`src/rtl/register_bank_8x16_if.sv`:
```
// Bus bundle between the datapath and the register bank: write port, PC control
// and the eight parallel register outputs that feed the bus-select mux.
interface register_bank_8x16_if #(
  parameter int unsigned WIDTH = 16
);
  logic [0:WIDTH-1] Din;
  logic             Wr_en;
  logic [0:2]       Wr_addr;
  logic             Pc_incr;
  logic             Hold;
  logic [0:WIDTH-1] R0, R1, R2, R3, R4, R5, R6, R7;
  logic             Pc_wrap;

  modport master (
    output Din, Wr_en, Wr_addr, Pc_incr, Hold,
    input  R0, R1, R2, R3, R4, R5, R6, R7, Pc_wrap
  );

  modport slave (
    input  Din, Wr_en, Wr_addr, Pc_incr, Hold,
    output R0, R1, R2, R3, R4, R5, R6, R7, Pc_wrap
  );
endinterface

```
`src/rtl/register_bank_8x16.sv`:
```
// Eight-entry general-purpose register bank; R7 is the program counter with its
// own increment path. All outputs come straight from flops.
module register_bank_8x16 #(
  parameter int unsigned      WIDTH    = 16,
  parameter logic [0:WIDTH-1] PC_RESET = '0
) (
  input  logic                 Clock,
  input  logic                 Reset,
  register_bank_8x16_if.slave  bus
);

  logic [0:WIDTH-1] regs_q [8];
  logic [0:WIDTH-1] regs_d [8];
  logic             wrap_q;
  logic             wrap_d;
  logic [7:0]       wr_sel;

  always_comb begin
    wr_sel = '0;
    for (int unsigned k = 0; k < 8; k++) begin
      wr_sel[k] = (bus.Wr_addr == 3'(k));
    end
  end

  // A write to R7 is a jump and suppresses that cycle's PC increment.
  always_comb begin
    wrap_d = 1'b0;
    for (int unsigned k = 0; k < 8; k++) begin
      regs_d[k] = regs_q[k];
    end
    if (!bus.Hold) begin
      for (int unsigned k = 0; k < 8; k++) begin
        if (bus.Wr_en && wr_sel[k]) begin
          regs_d[k] = bus.Din;
        end
      end
      if (bus.Pc_incr && !(bus.Wr_en && wr_sel[7])) begin
        regs_d[7] = regs_q[7] + WIDTH'(1);
        wrap_d    = &regs_q[7];
      end
    end
  end

  always_ff @(posedge Clock or posedge Reset) begin
    if (Reset) begin
      for (int unsigned k = 0; k < 7; k++) begin
        regs_q[k] <= '0;
      end
      regs_q[7] <= PC_RESET;
      wrap_q    <= 1'b0;
    end else begin
      for (int unsigned k = 0; k < 8; k++) begin
        regs_q[k] <= regs_d[k];
      end
      wrap_q <= wrap_d;
    end
  end

  assign bus.R0      = regs_q[0];
  assign bus.R1      = regs_q[1];
  assign bus.R2      = regs_q[2];
  assign bus.R3      = regs_q[3];
  assign bus.R4      = regs_q[4];
  assign bus.R5      = regs_q[5];
  assign bus.R6      = regs_q[6];
  assign bus.R7      = regs_q[7];
  assign bus.Pc_wrap = wrap_q;

endmodule

```
`src/flat_wrapper.sv`:
```
// flat-port wrapper written by rule: the top's interface ports become plain ports
module register_bank_8x16_flat 
#(
  parameter int unsigned      WIDTH    = 16,
  parameter logic [0:WIDTH-1] PC_RESET = '0
)
  (Clock, Reset, bus_Din, bus_Wr_en, bus_Wr_addr, bus_Pc_incr, bus_Hold, bus_R0, bus_R1, bus_R2, bus_R3, bus_R4, bus_R5, bus_R6, bus_R7, bus_Pc_wrap);
  register_bank_8x16_if #(.WIDTH(WIDTH)) bus_i ();
  input  logic Clock;
  input  logic Reset;
  input wire logic [$bits(bus_i.Din)-1:0] bus_Din;
  input wire logic [$bits(bus_i.Wr_en)-1:0] bus_Wr_en;
  input wire logic [$bits(bus_i.Wr_addr)-1:0] bus_Wr_addr;
  input wire logic [$bits(bus_i.Pc_incr)-1:0] bus_Pc_incr;
  input wire logic [$bits(bus_i.Hold)-1:0] bus_Hold;
  output wire logic [$bits(bus_i.R0)-1:0] bus_R0;
  output wire logic [$bits(bus_i.R1)-1:0] bus_R1;
  output wire logic [$bits(bus_i.R2)-1:0] bus_R2;
  output wire logic [$bits(bus_i.R3)-1:0] bus_R3;
  output wire logic [$bits(bus_i.R4)-1:0] bus_R4;
  output wire logic [$bits(bus_i.R5)-1:0] bus_R5;
  output wire logic [$bits(bus_i.R6)-1:0] bus_R6;
  output wire logic [$bits(bus_i.R7)-1:0] bus_R7;
  output wire logic [$bits(bus_i.Pc_wrap)-1:0] bus_Pc_wrap;
  assign bus_i.Din = bus_Din;
  assign bus_i.Wr_en = bus_Wr_en;
  assign bus_i.Wr_addr = bus_Wr_addr;
  assign bus_i.Pc_incr = bus_Pc_incr;
  assign bus_i.Hold = bus_Hold;
  assign bus_R0 = bus_i.R0;
  assign bus_R1 = bus_i.R1;
  assign bus_R2 = bus_i.R2;
  assign bus_R3 = bus_i.R3;
  assign bus_R4 = bus_i.R4;
  assign bus_R5 = bus_i.R5;
  assign bus_R6 = bus_i.R6;
  assign bus_R7 = bus_i.R7;
  assign bus_Pc_wrap = bus_i.Pc_wrap;
  register_bank_8x16 #(.WIDTH(WIDTH), .PC_RESET(PC_RESET)) u_core (.Clock(Clock), .Reset(Reset), .bus(bus_i));
endmodule
```
`config.mk`:
```
export PLATFORM = sky130hd
export DESIGN_NAME = register_bank_8x16_flat
export DESIGN_NICKNAME = d
export VERILOG_FILES = /design/src/rtl/register_bank_8x16_if.sv /design/src/rtl/register_bank_8x16.sv /design/src/flat_wrapper.sv
export SDC_FILE = /design/constraint.sdc
export NUM_CORES = 1
export LEC_CHECK = 0
export CORE_MARGIN = 4
export CORE_UTILIZATION = 30
export CTS_CLUSTER_DIAMETER = 30
export CTS_CLUSTER_SIZE = 28
export DETAILED_ROUTE_END_ITERATION = 16
export PLACE_DENSITY = 0.66
export SLEW_MARGIN = 10
export SYNTH_ARGS = -nofsm -noshare
export SYNTH_HDL_FRONTEND = slang
export SYNTH_SLANG_ARGS = --single-unit
```
`constraint.sdc`:
```
create_clock -name Clock -period 8 [get_ports Clock]
set_clock_uncertainty 0.2 [all_clocks]
set_input_delay 1.2 -clock Clock [delete_from_list [all_inputs] [get_ports Clock]]
set_output_delay 1.2 -clock Clock [all_outputs]
set_load 0.005 [all_outputs]
```
# Word level (Yosys, flattened, before mapping)
# Index checks and enable logic that the tools add are counted.
[word_totals] wordCells=43 reg_bits=129
[op_classes] bitwise=1 add_sub_neg=1 n_eq_ne=7 n_reduce_logical=21 mux=4
[op_table] operator="$mux 16" count=2
[op_table] operator="$add 16x1->16 const B" count=1
[op_table] operator="$reduce_and 16->1" count=1
[op_table] operator="$reduce_and 2->1" count=8
[op_table] operator="$eq 3x3->1 const B" count=4
[op_table] operator="$logic_and 1x1->1" count=9
[op_table] operator="$eq 3x2->1 const B" count=2
[op_table] operator="$eq 3x1->1 const B" count=1
[op_table] operator="$logic_not 3->1" count=1
[op_table] operator="$mux 1" count=2
[op_table] operator="$reduce_bool 2->1" count=1
[op_table] operator="$logic_not 1->1" count=1
[op_table] operator="$not 1->1" count=1

# Longest topological paths before layout
[depth] ltp_word=6 ltp_mapped=6 mapped_depth_nobuf=5

# Worst setup path after synthesis
# OpenSTA, ideal clock, no wires.
[synth_path] path_type="in2reg" startpoint="input bus_Hold" endpoint="register u_core.regs_q (netlist bit u_core.bus.R5[10])" required_ps=7675 path_stages=5 n_path_buf=1 path_slack_ps=5370 arrival_time_ps=2306 setup_time_ps=125 cell_sequence="inv_2 > nand3_2 > nor3b_4 > buf_6 > mux2_2"
[synth_via] elab_chain_len=2
[synth_rtl] item="start, declared" line_no="flat_wrapper.sv:15" rtl="input wire logic [$bits(bus_i.Hold)-1:0] bus_Hold;"
[synth_rtl] item="$not 1->1 (no line)"
[synth_rtl] item="$reduce_and 2->1 (no line)"
[synth_rtl] item="end signal, assigned by index" line_no="register_bank_8x16.sv:53" rtl="regs_q[k] <= regs_d[k];"
[synth_rtl] item="end, declared" line_no="register_bank_8x16.sv:12" rtl="logic [0:WIDTH-1] regs_q [8];"
# Every way passes these cells.
# A chain may end at the register's enable or synchronous reset.

# Worst setup path after layout
[layout_path] startpoint="input bus_Hold" endpoint="register u_core.regs_q (netlist bit u_core.bus.R4[13])"
# Same word-level chain as after synthesis.

==> results.yml <==
place:
  dp_hpwl_um: 10800
  io_buffer_count: 152
  post_dp_cell_area_um2: 7070
  gp_congestion: 0.892
die:
  die_w_um: 142
  die_area_um2: 20100
  core_area_um2: 17400
  pin_count: 153
  fp.dieH_um: 142
  rows: 48
  initial_core_util: 0.308
detailed_routing:
  antenna_left: 0
  drt-wirelength-per-cell_um: 19.6
  drt-vias-per-instance: 4.91
  drtIter0Drc: 210
  drt-total-wl_um: 15200
  vias: 3806
  dr.pass1.iters: 4
  drcViolationCount: 0
pwr:
  power.density_nw_per_um2: 288
  vdd_drop_max_v: 0.000162
  p_leak_nw: 3.16
clock_tree:
  cts_hold_buf: 0
  clkLatencyLatePin_ps: 410
  htree_levels: 4
  cts_buffer_depth: 2
  ctsResizeCount: 0
  cts_sinks: 129
  cts_tree: "built"
  clkTransAtPathRegs_ps: 60
  post-cts-setup-buffers: 0
  numCtsBuffers: 17
  clockRootBuffer: "clkbuf_16"
sta:
  clock.fmax_mhz: 261
  rsz0062_at_grt: "no"
  finalSetupViolCount: 0
  tightest_slew_ps: 1140
  hold_violations: 0
  relSlewSlack: 0.242
  min_period_over_period: 0.480
  slew_viol_final: 0
  setup-tns-final_ps: 0
  fin_crit_ps: 3840
  hold_slack_ps: 304
synthesis:
  syn_inst: 385
  ys_seq_elements: 129
  syn_area_um2: 5370
  yosysWarnings: 0
  syn_nets: 410
  avgSynthCellArea_um2: 13.9
  synth_cell_types: 42
  synth.yosys.seq_area_share: 0.601
setup_path:
  critPathLaunchType: "primary input"
  max_stage_delay_ps: 950
  slowest_stage: "clkdlybuf4s50_1"
  reg2reg_slack_ps: 5990
  path_class: "primary input to flop"
  path_cells: "clkdlybuf4s50_1 > inv_2 > nand3_2 > nand2b_1 > mux2_2"
  worst_r2r_path_depth: 4
  r2r_end: "u_core.bus.R7[6]"
  worst_ep_arrival_time_ps: 3930
  end_kind: "flop"
  r2r_start: "u_core.bus.R7[13]"
  crit_required_ps: 8090
  path_max_fanout: 21
global_routing:
  grt_usage: 0.156
  grt_max_degree: 69
  grt-busiest-layer: "met2"
  overflow: 0
  grt_pass1_wl_um: 24100
  grt_pass1_vias: 4051
  grt_util_met1: 0.201
  antenna_found_initial: 0
  gr-usage-met3: 0.0479
  use_met2: 0.252
finish:
  layout_commonest_cell: "clkdlybuf4s50_1"
  post-route-util: 0.437
  layout_common_cells: "152 x clkdlybuf4s50_1, 129 x dfrtp_1, 112 x mux2_2"
  nNetsFinal: 562
  finalInstanceArea_um2: 7610
  syn2layout_area_growth_pct: 41.7
  antennaDiodeCount: 0
  drive_above_1_share: 0.280
flow_run:
  maxCapViolations: 0
min_path:
  hold_path.class: "flop to flop"
  holdPathEnd: "u_core.bus.R1[6]"
  hold_depth: 1
  min_from: "u_core.bus.R1[6]"
run_status:
  status: "finished, final reports clean"
==> power by group <==
| part | switching, W | leakage (nW) | internal [W] |
|---|---|---|---|
| clock | 0.000287 | 0.252 | 0.000413 |
| sequential | 0.000113 | 1.57 | 0.000806 |
| combinational | 0.000192 | 1.33 | 0.000383 |
==> registers in the layout (all words and copies together), names as in the netlist <==
| name | flops |
|---|---|
| u_core.bus.R5 | 16 |
| u_core.bus.R0 | 16 |
| u_core.bus.R6 | 16 |
| u_core.bus.R1 | 16 |
| u_core.bus.R4 | 16 |
| u_core.bus.R3 | 16 |
| u_core.bus.Pc_wrap | 1 |
| u_core.bus.R2 | 16 |
| u_core.bus.R7 | 16 |
==> Yosys cell counts <==
cell type / instances / area share
nor2_1: 11 / 0.0077
o32ai_1: 3 / 0.0049
clkbuf_1: 6 / 0.0042
nand2_2: 1 / 0.0012
nor3_1: 5 / 0.0047
nor4_1: 5 / 0.0058
nand4_1: 6 / 0.0070
a21oi_1: 20 / 0.019
nor3b_4: 3 / 0.010
mux2i_1: 2 / 0.0037
and4_1: 2 / 0.0033
nand3_1: 12 / 0.011
nand4_2: 1 / 0.0023
or2_2: 1 / 0.0012
mux2_2: 112 / 0.23
dfrtp_1: 129 / 0.60
inv_2: 1 / 0.00070
o22a_1: 3 / 0.0049
o41ai_1: 1 / 0.0016
nor3b_1: 1 / 0.0014
buf_4: 2 / 0.0028
a211oi_1: 2 / 0.0028
o22ai_1: 3 / 0.0035
inv_1: 7 / 0.0049
buf_6: 3 / 0.0063
o211ai_1: 2 / 0.0028
and3_1: 4 / 0.0047
nand3b_2: 2 / 0.0042
and2_1: 1 / 0.0012
a32oi_1: 1 / 0.0016
and3b_1: 1 / 0.0016
nand2b_1: 2 / 0.0023
buf_2: 8 / 0.0075
nand3_2: 1 / 0.0019
a41oi_1: 1 / 0.0016
a31oi_1: 1 / 0.0012
o21ai_0: 8 / 0.0075
o31ai_1: 1 / 0.0014
a22oi_1: 1 / 0.0014
nand2_1: 7 / 0.0049
clkbuf_2: 1 / 0.00093
ha_1: 1 / 0.0023
==> worst max path at each step <==
stage                         from                  to  cells after the start
after detailed placement  bus_Hold    u_core.bus.R4[7]                      5
after global routing      bus_Hold   u_core.bus.R4[13]                      5
after floorplan              Reset  u_core.bus.Pc_wrap                      1
after global placement    bus_Hold   u_core.bus.R4[11]                      5
final                     bus_Hold   u_core.bus.R4[13]                      5
after CTS                 bus_Hold    u_core.bus.R4[7]                      5
==> logic make-up after synthesis <==
family,after synthesis,share of synthesized area
DFF,129,0.601
muxes,114,0.239
buffers and inverters,28,0.0273
and+or+nand+nor,66,0.0769
AOI/OAI and AO/OA,47,0.0538
adders and majority gates,1,0.00233
==> stage by stage <==
stage	total power, W	setup WS (ps)	std cells
final	0.00219	4160	775
after CTS	0.00223	4170	775
after global placement	0.00150	3780	743
after global routing	0.00231	3980	775
after floorplan	0.00110	3160	385
after detailed placement	0.00151	3720	743
==> per-layer routing <==
metal  routed length (um)  vias up
li1                     -     1719
met1                 6580     1939
met2                 7350      134
met3                 1010       14
met4                  231        0
met5                    0        -
==> area by class of cell <==
class / count / area [um2]
clock buffers: 21 / 460
inverters: 8 / 32.5
well taps: 225 / 282
multi-input cells: 228 / 2000
repair buffers: 153 / 1530
flip-flops and latches: 129 / 3230
clock inverters: 11 / 82.6
fillers: 1630 / 9810
==> worst max-delay path, delay by kind of cell <==
kind,cells,cell delay (ps)
and+or+nand+nor,2,1100
muxes,1,420
buffers and inverters,2,1180
Power figures use the tool's default switching activity.
